`config.mk`:
```
export PLATFORM = sky130hd
export DESIGN_NAME = button_debouncer
export DESIGN_NICKNAME = d
export VERILOG_FILES = /design/src/rtl/button_debouncer.sv
export SDC_FILE = /design/constraint.sdc
export NUM_CORES = 1
export LEC_CHECK = 0
export BUFFER_PORTS_ARGS = -buffer_cell sky130_fd_sc_hd__buf_2
export CORE_MARGIN = 3
export CORE_UTILIZATION = 60
export DETAILED_ROUTE_END_ITERATION = 6
export PLACE_DENSITY = 0.84
export SLEW_MARGIN = 20
export SYNTH_ARGS = -nofsm -noshare
export SYNTH_HDL_FRONTEND = slang
export SYNTH_SLANG_ARGS = --single-unit
```
`constraint.sdc`:
```
create_clock -name clk -period 5.3 [get_ports clk]
set_input_delay 0.53 -clock clk [delete_from_list [all_inputs] [get_ports clk]]
set_output_delay 0.53 -clock clk [all_outputs]
set_load 0.05 [all_outputs]
```
`src/rtl/button_debouncer.sv`:
```
// Push-button conditioner: an N-flop synchroniser feeding a consecutive-sample debounce FSM.
// Optional macro INVERT_INPUT_EN inverts the raw input for active-low keys.
module button_debouncer #(
    parameter int unsigned DEBOUNCE_CYCLES = 500000,
    parameter int unsigned SYNC_STAGES     = 2
) (
    input  logic clk,
    input  logic rst,
    input  logic in,
    output logic level,
    output logic busy
);

    localparam int unsigned CW = $clog2(DEBOUNCE_CYCLES);
    localparam logic [CW-1:0] CNT_LAST = CW'(DEBOUNCE_CYCLES - 1);

    typedef enum logic [1:0] {
        STABLE_LOW,
        WAIT_HIGH,
        STABLE_HIGH,
        WAIT_LOW
    } state_t;

    logic                   x;
    logic                   s;
    logic [SYNC_STAGES-1:0] sync;
    logic [CW-1:0]          cnt;
    state_t                 state;

`ifdef INVERT_INPUT_EN
    assign x = ~in;
`else
    assign x = in;
`endif

    always_ff @(posedge clk or posedge rst) begin
        if (rst) begin
            sync <= '0;
        end else begin
            sync <= {sync[SYNC_STAGES-2:0], x};
        end
    end

    assign s = sync[SYNC_STAGES-1];

    // cnt counts samples of the candidate level already seen, so entering WAIT_* starts at 1.
    always_ff @(posedge clk or posedge rst) begin
        if (rst) begin
            state <= STABLE_LOW;
            cnt   <= '0;
            level <= 1'b0;
            busy  <= 1'b0;
        end else begin
            case (state)
                STABLE_LOW: begin
                    if (s) begin
                        state <= WAIT_HIGH;
                        cnt   <= CW'(1);
                        busy  <= 1'b1;
                    end else begin
                        cnt   <= '0;
                        busy  <= 1'b0;
                    end
                end
                WAIT_HIGH: begin
                    if (!s) begin
                        state <= STABLE_LOW;
                        cnt   <= '0;
                        busy  <= 1'b0;
                    end else if (cnt == CNT_LAST) begin
                        state <= STABLE_HIGH;
                        level <= 1'b1;
                        cnt   <= '0;
                        busy  <= 1'b0;
                    end else begin
                        cnt   <= cnt + 1'b1;
                        busy  <= 1'b1;
                    end
                end
                STABLE_HIGH: begin
                    if (!s) begin
                        state <= WAIT_LOW;
                        cnt   <= CW'(1);
                        busy  <= 1'b1;
                    end else begin
                        cnt   <= '0;
                        busy  <= 1'b0;
                    end
                end
                WAIT_LOW: begin
                    if (s) begin
                        state <= STABLE_HIGH;
                        cnt   <= '0;
                        busy  <= 1'b0;
                    end else if (cnt == CNT_LAST) begin
                        state <= STABLE_LOW;
                        level <= 1'b0;
                        cnt   <= '0;
                        busy  <= 1'b0;
                    end else begin
                        cnt   <= cnt + 1'b1;
                        busy  <= 1'b1;
                    end
                end
                default: begin
                    state <= STABLE_LOW;
                    cnt   <= '0;
                    level <= 1'b0;
                    busy  <= 1'b0;
                end
            endcase
        end
    end

endmodule

```
==> metrics.cfg <==
[outcome]
status = completed

[routing]
avgRoutedWirePerCell_um = 13.8
dr.pass1.iters = 6
antenna_left = 0
via_count = 860
via_per_inst = 5.81
dr.first_iter.drc_count = 20
route.detailed.drc = 0
routed_wl_um = 2050

[synthesis]
synth_ff_type = dfrtp_1
seq_area_frac_synth_pct = 51.9
ys_types = 31
synth_area_leader_cell = dfrtp_1
syn_nets = 122
ys_top_cells_by_area = dfrtp_1 (52%), xnor2_1 (6.5%), nor2_1 (5.9%)
syn_avg_cell_area_um2 = 10.2
netlist_area_um2 = 1200
ys_ff_latch = 25
yosysTopAreaCellShare_pct = 51.9
synth-edff-count = 0
yosysWarnings = 0
synth_cells = 118
async_flop_share_pct = 100

[critical_path]
critPathMaxStageDelay_ns = 0.52
endpoint_kind = register
r2r_cells = 5
crit_path_max_fanout = 18
crit_type = register to register
r2r_setup_slack_ns = 3.30
crit_end = cnt[15]
timing.rr.start = cnt[0]
path_cells = ha_1, nand4bb_1, nor3_1, a211o_1, nor2_1
startpoint_type = register
reg2reg_to = cnt[15]
slowest_stage = a211o_1
critPathArrivalTime_ns = 2.18
cp-startpoint = cnt[0]
required_ns = 5.48

[placed_design]
post-dp-hpwl_um = 1490
place_congestion = 0.826
io_buffers = 4
placed_area_um2 = 1240

[floorplan]
die_h_um = 50.8
num_rows = 15
coreArea_um2 = 1800
die_area_um2 = 2580
die_w_um = 50.8
start_util_pct = 66.9
io-pin-count = 5

[timing]
tns_ns = 0
hold_viol_final = 0
slew_headroom_pct = 40.1
min_period_ns = 2.00
drv_slew = 0
finalSetupViolCount = 0
tightestPinTransition_ns = 0.898
finalCritPeriodShare_pct = 37.8
finClkSkew_ns = 0.00365
max_freq_mhz = 499
rsz0062_at_grt = no

[finish]
area_growth_pct = 5.30
drive_above_1_share_pct = 9.76
fin_area_um2 = 1270
antenna_cells = 0
fin_nets = 128
n_fill_cell = 151

[global_routing]
grt_first_pass_wirelength_um = 3680
grt_pass1_vias = 867
overflow = 0
grt_max_degree = 26
gr-usage-all-layers_pct = 18.8
antenna_found_initial = 0

[worst_hold_path]
hp-class = input port to register

[cts]
ctsResizeCount = 0
htreeDepth = 1
cts.clk_slew.worst_paths_ns = 0.12
cts_tree = built
clockBufferDepth = 2
cts_setup_buffers = 0
cts.hold.buffers_added = 0
clock_sinks = 25
cts_buffers = 3
cts-root-buf = clkbuf_4
clock_latency_ns = 0.31

[power_and_ir_drop]
irDropWorstVdd_mv = 0.201
power_density_nw_per_um2 = 227
leakagePower_nw = 0.520

[flow_run]
drv_cap = 0

-- kinds of logic (layout without fill, tap and decap cells) --
family,after synthesis,in the layout,share of synthesized area [%]
buf+inv,11,16,3.63
xor+xnor,15,15,10.9
flops,25,25,51.9
compound gates,11,11,6.13
mux,1,1,0.935
fa+ha+maj,1,1,1.04
simple gates,54,54,25.4
-- where the power goes --
part	internal [mW]	total, mW	leakage, nW	switching, mW
Combinational	0.00283	0.0123	0.167	0.00944
Sequential	0.193	0.196	0.338	0.00259
Clock	0.0293	0.0804	0.0150	0.0510
-- metal layers --
layer	GRT usage (%)	wire length [um]	vias up
li1	-	-	423
met1	23.1	882	416
met2	32.4	1070	17
met3	4.08	71	4
met4	6.73	26	0
met5	0	0	-
-- synthesized netlist by cell type (2+ instances only) --
library cell	number
inv_1	8
a21oi_1	4
nor2_1	19
buf_2	2
xor2_1	6
dfrtp_1	25
or3_1	2
nand2_1	3
nor4_1	4
o21ai_0	2
nand3_1	8
nand4_1	6
nor3_1	3
xnor2_1	9
-- worst min-delay path by stage --
stage	start	endpoint	slack [ns]	cells past startpoint
finish	in	sync[0]	0.32	1
global placement	sync[0]	sync[1]	0.34	0
floorplan	sync[0]	sync[1]	0.33	0
detailed placement	sync[0]	sync[1]	0.34	0
CTS	in	sync[0]	0.32	1
global route	in	sync[0]	0.31	1
-- worst max-delay path: cells and delay by family, from the launching register on --
kind | cells | cell delay (ns)
adder cells (fa/ha/maj) | 1 | 0.37
AO/OA/AOI/OAI | 1 | 0.52
flip-flops | 1 | 0.46
AND/OR/NAND/NOR | 3 | 0.54
-- state kept, by name (all words and copies together), names as in the netlist, named ones only --
signal  count
cnt        19
state       1
sync        2
busy        1
level       1
-- layout make-up --
| cell class | count | area, um^2 | area share (%) |
|---|---|---|---|
| multi-input combinational | 82 | 536 | 42.2 |
| timing repair buffer | 4 | 20.0 | 1.58 |
| tap | 25 | 31.3 | 2.47 |
| sequential | 25 | 626 | 49.3 |
| clock buffer | 4 | 26.3 | 2.07 |
| inverter | 8 | 30.0 | 2.37 |
-- metrics by stage --
step                      setup slack (ns)  util, %  total power, mW  cells  hold slack, ns
after detailed placement              3.29     69.0            0.212    144           0.344
after global placement                3.42     69.0            0.211    144           0.344
after global routing                  3.04     70.4            0.300    148           0.306
final                                 3.30     70.4            0.288    148           0.321
after CTS                             3.29     70.4            0.291    148           0.318
after floorplan                       3.44        -            0.209    118           0.331
-- cells in the final DEF (no fill, tap or decap), types with 4 or more instances in the layout --
master	instances
a21oi_1	4
buf_2	4
nand3_1	8
xor2_1	6
inv_1	8
nand4_1	6
xnor2_1	9
dfrtp_1	25
nor2_1	19
nor4_1	4
(Power assumes the default switching activity.)
